### config.mk
export PLATFORM = sky130hd
export DESIGN_NAME = serial_tx_arbiter_flat
export DESIGN_NICKNAME = d
export VERILOG_FILES = /design/src/rtl/serial_tx_arbiter_pkg.sv /design/src/rtl/serial_tx_arbiter_if.sv /design/src/rtl/serial_tx_arbiter_rr_picker.sv /design/src/rtl/serial_tx_arbiter.sv /design/src/flat_wrapper.sv
export SDC_FILE = /design/constraint.sdc
export NUM_CORES = 1
export LEC_CHECK = 0
export CORE_MARGIN = 3
export CORE_UTILIZATION = 50
export DETAILED_ROUTE_END_ITERATION = 16
export PLACE_DENSITY = 0.8
export SETUP_SLACK_MARGIN = 0.2
export SLEW_MARGIN = 20
export SYNTH_ARGS = -nofsm -noshare
export SYNTH_HDL_FRONTEND = slang
export SYNTH_SLANG_ARGS = --single-unit
### constraint.sdc
create_clock -name clk -period 3.55 [get_ports clk]
set_clock_uncertainty 0.1 [all_clocks]
set_input_delay 0.71 -clock clk [delete_from_list [all_inputs] [get_ports clk]]
set_output_delay 0.71 -clock clk [all_outputs]
set_load 0.005 [all_outputs]
### src/rtl/serial_tx_arbiter_pkg.sv
// serial_tx_arbiter_pkg: shared state encoding and timing constants for the UART sender arbiter.
package serial_tx_arbiter_pkg;
    typedef enum logic [1:0] {IDLE = 2'd0, ISSUE = 2'd1, BUSY = 2'd2} state_t;
    localparam int DATA_WIDTH_DEF = 8;
    localparam int CLK_FREQUENCY = 100_000_000;
    localparam int BAUD_RATE = 9600;
    // Two whole bit periods; integer division first so the result is 20832.
    localparam int START_TIMEOUT_DEF = 2 * (CLK_FREQUENCY / BAUD_RATE);
    function automatic int next_idx(input int idx, input int n);
        return (idx + 1) % n;
    endfunction
endpackage

### src/rtl/serial_tx_arbiter_if.sv
// serial_tx_arbiter_if: requester bus plus sender handshake shared by the arbiter and its users.
interface serial_tx_arbiter_if import serial_tx_arbiter_pkg::*; #(
    parameter int N_REQ = 4,
    parameter int DATA_WIDTH = DATA_WIDTH_DEF
);
    logic [N_REQ-1:0] req;
    logic [N_REQ*DATA_WIDTH-1:0] req_data;
    logic [N_REQ-1:0] ack;
    logic [N_REQ-1:0] grant;
    logic [DATA_WIDTH-1:0] tx_data;
    logic tx_en;
    logic tx_status;
    logic busy;
    logic err;
    modport master (input req, req_data, tx_status, output ack, grant, tx_data, tx_en, busy, err);
    modport slave (output req, req_data, tx_status, input ack, grant, tx_data, tx_en, busy, err);
endinterface

### src/rtl/serial_tx_arbiter_rr_picker.sv
// serial_tx_arbiter_rr_picker: combinational round-robin selector starting the search at ptr_i.
module serial_tx_arbiter_rr_picker import serial_tx_arbiter_pkg::*; #(
    parameter int N_REQ = 4,
    parameter int PW = $clog2(N_REQ)
) (
    input  logic [N_REQ-1:0] req_i,
    input  logic [PW-1:0]    ptr_i,
    output logic [N_REQ-1:0] onehot_o,
    output logic [PW-1:0]    idx_o,
    output logic             valid_o
);
    // Scan from the farthest offset down so the closest set bit to ptr_i wins last.
    always_comb begin
        onehot_o = '0;
        idx_o = '0;
        valid_o = |req_i;
        for (int i = N_REQ - 1; i >= 0; i--) begin
            if (req_i[(int'(ptr_i) + i) % N_REQ]) begin
                idx_o = PW'((int'(ptr_i) + i) % N_REQ);
                onehot_o = '0;
                onehot_o[(int'(ptr_i) + i) % N_REQ] = 1'b1;
            end
        end
    end
endmodule

### src/rtl/serial_tx_arbiter.sv
// serial_tx_arbiter: round-robin sharing of one UART sender with start timeout and per-frame ack.
module serial_tx_arbiter import serial_tx_arbiter_pkg::*; #(
    parameter int N_REQ = 4,
    parameter int DATA_WIDTH = DATA_WIDTH_DEF,
    parameter int START_TIMEOUT = START_TIMEOUT_DEF
) (
    input logic clk,
    input logic rst_n,
    serial_tx_arbiter_if.master bus
);
    localparam int PW = $clog2(N_REQ);
    localparam int CW = $clog2(START_TIMEOUT);
    state_t state_q;
    logic [N_REQ-1:0] ack_q, grant_q;
    logic [DATA_WIDTH-1:0] tx_data_q;
    logic tx_en_q, busy_q, err_q;
    logic [PW-1:0] ptr_q, win_q;
    logic [CW-1:0] cnt_q;
    logic [N_REQ-1:0] pick_onehot;
    logic [PW-1:0] pick_idx;
    logic pick_valid;

    serial_tx_arbiter_rr_picker #(.N_REQ(N_REQ), .PW(PW)) u_picker (
        .req_i(bus.req),
        .ptr_i(ptr_q),
        .onehot_o(pick_onehot),
        .idx_o(pick_idx),
        .valid_o(pick_valid)
    );

    always_ff @(posedge clk or negedge rst_n) begin
        if (!rst_n) begin
            state_q <= IDLE;
            ack_q <= '0;
            grant_q <= '0;
            tx_data_q <= '0;
            tx_en_q <= 1'b0;
            busy_q <= 1'b0;
            err_q <= 1'b0;
            ptr_q <= '0;
            win_q <= '0;
            cnt_q <= '0;
        end else begin
            ack_q <= '0;
            err_q <= 1'b0;
            case (state_q)
                IDLE: begin
                    if (bus.tx_status && pick_valid) begin
                        grant_q <= pick_onehot;
                        tx_data_q <= bus.req_data[int'(pick_idx)*DATA_WIDTH +: DATA_WIDTH];
                        tx_en_q <= 1'b1;
                        busy_q <= 1'b1;
                        win_q <= pick_idx;
                        cnt_q <= '0;
                        state_q <= ISSUE;
                    end
                end
                ISSUE: begin
                    cnt_q <= cnt_q + 1'b1;
                    // A start seen on the final cycle still counts; it outranks the timeout.
                    if (!bus.tx_status) begin
                        tx_en_q <= 1'b0;
                        state_q <= BUSY;
                    end else if (cnt_q == CW'(START_TIMEOUT - 1)) begin
                        tx_en_q <= 1'b0;
                        grant_q <= '0;
                        busy_q <= 1'b0;
                        err_q <= 1'b1;
                        ptr_q <= PW'(next_idx(int'(win_q), N_REQ));
                        state_q <= IDLE;
                    end
                end
                BUSY: begin
                    if (bus.tx_status) begin
                        ack_q <= grant_q;
                        grant_q <= '0;
                        busy_q <= 1'b0;
                        ptr_q <= PW'(next_idx(int'(win_q), N_REQ));
                        state_q <= IDLE;
                    end
                end
                default: begin
                    tx_en_q <= 1'b0;
                    grant_q <= '0;
                    busy_q <= 1'b0;
                    state_q <= IDLE;
                end
            endcase
        end
    end

    assign bus.ack = ack_q;
    assign bus.grant = grant_q;
    assign bus.tx_data = tx_data_q;
    assign bus.tx_en = tx_en_q;
    assign bus.busy = busy_q;
    assign bus.err = err_q;
endmodule
### src/flat_wrapper.sv
// flat-port wrapper written by rule: the top's interface ports become plain ports
module serial_tx_arbiter_flat import serial_tx_arbiter_pkg::*;
#(
    parameter int N_REQ = 4,
    parameter int DATA_WIDTH = DATA_WIDTH_DEF,
    parameter int START_TIMEOUT = START_TIMEOUT_DEF
)
  (clk, rst_n, bus_req, bus_req_data, bus_tx_status, bus_ack, bus_grant, bus_tx_data, bus_tx_en, bus_busy, bus_err);
  serial_tx_arbiter_if #(.N_REQ(N_REQ), .DATA_WIDTH(DATA_WIDTH)) bus_i ();
  input logic clk;
  input logic rst_n;
  input wire logic [$bits(bus_i.req)-1:0] bus_req;
  input wire logic [$bits(bus_i.req_data)-1:0] bus_req_data;
  input wire logic [$bits(bus_i.tx_status)-1:0] bus_tx_status;
  output wire logic [$bits(bus_i.ack)-1:0] bus_ack;
  output wire logic [$bits(bus_i.grant)-1:0] bus_grant;
  output wire logic [$bits(bus_i.tx_data)-1:0] bus_tx_data;
  output wire logic [$bits(bus_i.tx_en)-1:0] bus_tx_en;
  output wire logic [$bits(bus_i.busy)-1:0] bus_busy;
  output wire logic [$bits(bus_i.err)-1:0] bus_err;
  assign bus_i.req = bus_req;
  assign bus_i.req_data = bus_req_data;
  assign bus_i.tx_status = bus_tx_status;
  assign bus_ack = bus_i.ack;
  assign bus_grant = bus_i.grant;
  assign bus_tx_data = bus_i.tx_data;
  assign bus_tx_en = bus_i.tx_en;
  assign bus_busy = bus_i.busy;
  assign bus_err = bus_i.err;
  serial_tx_arbiter #(.N_REQ(N_REQ), .DATA_WIDTH(DATA_WIDTH), .START_TIMEOUT(START_TIMEOUT)) u_core (.clk(clk), .rst_n(rst_n), .bus(bus_i));
endmodule
* Word level (Yosys, flattened, before mapping)
Index checks and enable logic that the tools add are counted.
Storage, ports and cells: register bits after elaboration 40, input bits 39, output and inout bits 19, logic and storage cells 109
Operators by class: add/subtract/negate cells 5, $lt $le $gt $ge 8, eq/ne operators 8, shift-type cells 1, multiplexer cells 55, bitwise operators 4, reduce and logical (&&, ||, !) cells 18
Operator list (count):
- 4-bit 2-to-1 mux | 10
- 32-bit by 6-bit indexed part select with 8-bit output | 1
- 15-bit case mux with 2 select lines | 1
- 2-bit 2-to-1 mux | 11
- 1-bit 2-to-1 mux | 19
- 15-bit by 1-bit adder with 15-bit output, second input constant | 1
- 15-bit == test, second input constant | 1
- 15-bit 2-to-1 mux | 1
- 3-bit by 4-bit < comparator with 1-bit output, second input constant | 3
- 4-bit case mux with 3 select lines | 1
- 3-bit by 1-bit greater-or-equal comparator with 1-bit output, second input constant | 3
- 1-bit binary-select mux with 2-bit select | 4
- 1-bit demux with 2-bit select | 4
- 4-bit AND reduction | 2
- 1-bit case mux with 3 select lines | 2
- 2-bit case mux with 3 select lines | 1
- 3-bit AND reduction | 2
- 2-bit OR reduction | 3
- 1-bit logical AND | 5
- 2-bit by 1-bit adder with 2-bit output, second input constant | 2
- 2-bit adder, second input constant | 2
- 2-bit by 1-bit != test with 1-bit output, second input constant | 2
- 2-bit != test, second input constant | 2
- 2-bit case mux with 2 select lines | 1
- 11 further kinds | 15

* Depth between registers and ports, before layout
Gate-level depths: netlist of the first run.
depth in word-level cells 13, mapped depth 11, mapped depth without buffers 8

* Modules after synthesis
Synthesis of the first run repeated with hierarchy kept, for this count alone.
Second synthesis, totals: cell total of the unflattened synthesis 258, area total of the unflattened synthesis 2506.2 µm²
By module, submodules not included:
- serial_tx_arbiter | instances 1, cells each 196, area each 2008.2 µm², seq. area each 1001.0 µm²
- serial_tx_arbiter_rr_picker | instances 1, cells each 62, area each 498.0 µm², seq. area each 0.0 µm²

* Worst setup path before layout of the first run
OpenSTA, ideal clock, no wires.
kind register to register, start register u_core.ptr_q[0], end register u_core.tx_data_q[2], in the netlist u_core.bus.tx_data[2], library setup time 127 ps, arrival 2734 ps, required time 3323 ps, slack 589 ps, cell stages (with the launch flop) 12, path buffers 3, clock period less this slack 2961 ps, cell sequence dfrtp_1 buf_6 inv_1 ha_1 clkbuf_1 mux4_2 o21bai_4 o211ai_4 buf_12 mux2_4 a22oi_1 o21ai_1
Between the ends: cells in the longest elaborated chain, start to end 9, elaborated cells between the ends (all ways) 19, those cells by class add/sub (3); shift (1); mux (15)
RTL lines:
- start: declaration | line serial_tx_arbiter.sv:17 | logic [PW-1:0] ptr_q, win_q;
- start signal: assignment | line serial_tx_arbiter.sv:69 | ptr_q <= PW'(next_idx(int'(win_q), N_REQ));
- start signal: assignment | line serial_tx_arbiter.sv:78 | ptr_q <= PW'(next_idx(int'(win_q), N_REQ));
- 2-bit adder | line serial_tx_arbiter_rr_picker.sv:18, serial_tx_arbiter_rr_picker.sv:19
- 1-bit binary-select mux with 2-bit select | line serial_tx_arbiter_rr_picker.sv:18 | if (req_i[(int'(ptr_i) + i) % N_REQ]) begin
- 1-bit 2-to-1 mux (not written as such) (2 in series) | line serial_tx_arbiter_rr_picker.sv:18
- 2-bit 2-to-1 mux (3 in series) | line serial_tx_arbiter_rr_picker.sv:18
- 2-bit 2-to-1 mux * | line serial_tx_arbiter_rr_picker.sv:18
- 32-bit by 6-bit indexed part select with 8-bit output * | line serial_tx_arbiter.sv:50 | tx_data_q <= bus.req_data[int'(pick_idx)*DATA_WIDTH +: DATA_WIDTH];
- end signal: assignment | line serial_tx_arbiter.sv:50
- end: declaration | line serial_tx_arbiter.sv:15 | logic [DATA_WIDTH-1:0] tx_data_q;
Mark *: on every way between the ends. The rest lies on a longest branch, timed or not. The select of a mux whose other input is x is not followed. A chain may end at the register's enable or synchronous reset.

* Worst setup path in the final report of the first run
start register u_core.ptr_q[1], end register u_core.tx_data_q[3], in the netlist u_core.bus.tx_data[3]
Same word-level chain as after synthesis.

==> run metrics, run 1 <==
detailed-route via count 2197; Leakage ~1.4 nW; Avg Vias per Cell ~5.8; GRT overflow 0; Buf+Inv Stages, Crit Path 1; minimum clock period 3.17 ns; internal reg-to-reg setup slack 0.38 ns; num rows 24; top cell type's share of synthesized area 0.406; commonest non-fill, non-tap cell in the layout clkdlybuf4s50_1; Max Clock Freq between 0.3 and 0.4 GHz; Required @ worst endpoint about 3.6 ns; ranking of synthesized cells by area dfrtp_1, mux2i_1, o21ai_0; WL/cell 14.4 um; slowest cell on the critical path dfrtp_1; total design power around 0.0023 W; most frequently used flop master after synthesis dfrtp_1; compound-gate portion of the synthesized area 0.193; H-tree Lvls 2; number of port buffers between 50 and 60; detailed placement HPWL 4.18 mm; initial antenna violation count 0; pins over their slew limit 0; Final nets 363; Longest Clk Path Bufs 2; clock root buffer clkbuf_8; die area between 5000 and 6000 um2; met3 Use GR 0.0638; peak supply drop about 0.00046 V; Critical Path Sink Type flip-flop; worst r2r dst u_core.bus.tx_data[3]$_DFFE_PN0P_; Slew @ Worst Pin around 0.85 ns; # diodes 0; Core Region between 4000 and 5000 um2; Gate Count Post-Synth around 260; Top delay family on crit path compound AO/OA/AOI/OAI gates; first-pass GRT wire length slightly below 10 mm; layout overhead on the synthesized area 28.8%; Post-synth ARST share 1.00; Util after Layout 0.696; hold path start u_core.bus.busy$_DFFE_PN0P_; R2R Path Start u_core.ptr_q[1]$_DFFE_PN0P_; portion of netlist area occupied by mux cells 0.115; Tcrit/Tclk final 0.892; total global-route track usage 0.201; cts repair resizes 0; Iteration-0 DRC Markers roughly 120; TritonCTS buffer count 5; pwr dens roughly 730 nW/um2; Synth Area per Inst around 9.6 um2; max cap viols 0; Die Width 76.2 um; crit path cell chain inv_1 > ha_1 > mux4_2 > o21bai_4 > o211ai_4 > mux2_2 > a221o_1; Syn Nets between 300 and 400; crit path max fanout 10; GR Util met2 0.325; vias in the first global route around 2200; synthesized cell area 2470 um2; Yosys cell types 49; #FFs+latches synth 40; Initial DRT Pass Iterations 4; busiest grt layer met2; max_slew headroom 0.436; Adder-Cell Fraction of Synth Area 0.0406; CTS Sinks 40; Post-synth EDFFs 0; R2R cell count 7; final count of negative-setup-slack endpoints 0; share of cells above drive strength 1 0.0789; RSZ-0062 raised after global routing no; CTS tree yes; Hold Slack slightly below 0.4 ns; XOR/XNOR share of the synthesized area 0.00710; Hold Path Depth 2; Worst-path clk slew ~0.080 ns; Synth area leader dfrtp_1; starting density of the core 0.541; WP data arrival about 3.3 ns; Tightest Hold Check Type reg2reg; DRC viols 0; sequential cell area fraction in the yosys report 0.406; grt met1 use 0.256; RePlAce Congestion roughly 0.84; setup TNS 0 ns; largest net degree at the start of global routing between 40 and 50; Setup CP Type reg2reg; startpoint types flip-flop; io pins 58; Skew-Pair Late Insertion Delay roughly 0.29 ns; hold endpoint u_core.bus.busy$_DFFE_PN0P_; Max stage delay on crit path between 0.4 and 0.5 ns; Setup Buffers After CTS 0; outcome complete, no violations; Die Y ~76 um; Final Hold Viols 0; commonest non-fill, non-tap cells in the layout clkdlybuf4s50_1, dfrtp_1, nor2_1; WL final 5.49 mm; Synth Area in Simple Gates 0.201; Ys Warns 0; largest family of logic cells by synthesized area simple AND/OR/NAND/NOR gates; ANT nets after route 0; # hold bufs at CTS 0
worst min-delay path: cells and delay by family (launching register included):
| family | cells | cell delay (ns) |
|---|---|---|
| and+or+nand+nor | 2 | 0.11 |
| DFF | 1 | 0.35 |
flip-flops by register name (all words and copies together), names as in the netlist:
name / cells
u_core.win_q: 2
u_core.state_q: 2
u_core.bus.tx_data: 8
u_core.bus.err: 1
u_core.bus.ack: 4
u_core.cnt_q: 15
u_core.bus.grant: 4
u_core.bus.tx_en: 1
u_core.ptr_q: 2
u_core.bus.busy: 1
synthesized netlist by cell type (2+ instances only):
cell type / n
a2111oi_0: 3
a211oi_1: 2
a21oi_1: 16
a221o_1: 7
a221oi_1: 4
a22oi_1: 2
a31oi_1: 2
and3_1: 8
and3b_1: 3
clkbuf_1: 5
dfrtp_1: 40
ha_1: 8
inv_1: 7
mux2_2: 5
mux2i_1: 14
mux4_2: 2
nand2_1: 21
nand2b_1: 2
nand3_1: 9
nand4_1: 4
nor2_1: 25
nor2b_1: 11
nor3_1: 6
o21a_1: 3
o21ai_0: 23
xor2_1: 2
how the worst max path moves through the flow:
stage,start,end,slack [ns],cells past startpoint
2_1_floorplan,u_core.ptr_q[0]$_DFFE_PN0P_,u_core.bus.tx_data[2]$_DFFE_PN0P_,0.59,11
3_3_place_gp,bus_req[2],u_core.bus.tx_data[1]$_DFFE_PN0P_,0.19,6
3_5_place_dp,bus_req[2],u_core.bus.tx_data[3]$_DFFE_PN0P_,0.13,6
4_1_cts,u_core.ptr_q[1]$_DFFE_PN0P_,u_core.bus.tx_data[3]$_DFFE_PN0P_,0.39,7
5_1_grt,u_core.ptr_q[1]$_DFFE_PN0P_,u_core.bus.tx_data[7]$_DFFE_PN0P_,0.22,9
6_report,u_core.ptr_q[1]$_DFFE_PN0P_,u_core.bus.tx_data[3]$_DFFE_PN0P_,0.38,7
power by group:
group,internal (W),switching [W],leakage (nW)
combinational,0.000662,0.000646,0.834
clock,0.000155,0.000152,0.0510
sequential,0.000583,0.000108,0.517
total,0.00140,0.000906,1.40
cell type report:
| type | instances | area, um2 |
|---|---|---|
| inverter | 7 | 26.3 |
| sequential | 40 | 1000 |
| fill | 377 | 1390 |
| clock buffer | 6 | 82.6 |
| tap | 65 | 81.3 |
| multi-input combinational | 200 | 1370 |
| clock inverter | 2 | 10.0 |
| timing repair buffer | 62 | 603 |
through the flow:
| stage | cell area, um2 | instances | setup WS [ns] |
|---|---|---|---|
| 2_1_floorplan | 2470 | 257 | 0.589 |
| 3_3_place_gp | 3090 | 374 | 0.194 |
| 3_5_place_dp | 3090 | 374 | 0.127 |
| 4_1_cts | 3180 | 382 | 0.394 |
| 5_1_grt | 3180 | 382 | 0.219 |
| 6_report | 3180 | 382 | 0.383 |
cell families after synthesis:
family          count (synthesis)
simple gates                   97
fa+ha+maj                       8
buf+inv                        17
mux                            23
xor+xnor                        2
flops                          40
compound gates                 70
layer usage:
layer,share of wire,vias to the layer above
met5,0,-
met4,0.011,0
met3,0.074,5
met2,0.47,75
met1,0.44,1041
li1,-,1076
Power figures use the tool's default switching activity.
==> run 2, diff against run 1 <==
==> constraint.sdc (replaced) <==
create_clock -name clk -period 3.55 [get_ports clk]
set_clock_uncertainty 0.1 [all_clocks]
set_input_delay 0.71 -clock clk [delete_from_list [all_inputs] [get_ports clk]]
set_output_delay 0.71 -clock clk [all_outputs]
set_load 0.01 [all_outputs]
==> results of run 2 <==
Same layout as run 1 (identical final DEF). Status: complete, no violations.
Among the figures that moved: total power 0.00231 W -> 0.00234 W; worst IR drop on VDD 0.000461 V -> 0.000470 V
==> run 3, diff against run 2 <==
- CTS_CLUSTER_SIZE: default -> 20
==> results of run 3 <==
Same layout as run 1 (identical final DEF). Status: complete, no violations.
Among the figures that moved: total power 0.00231 W -> 0.00234 W; worst IR drop on VDD 0.000461 V -> 0.000470 V
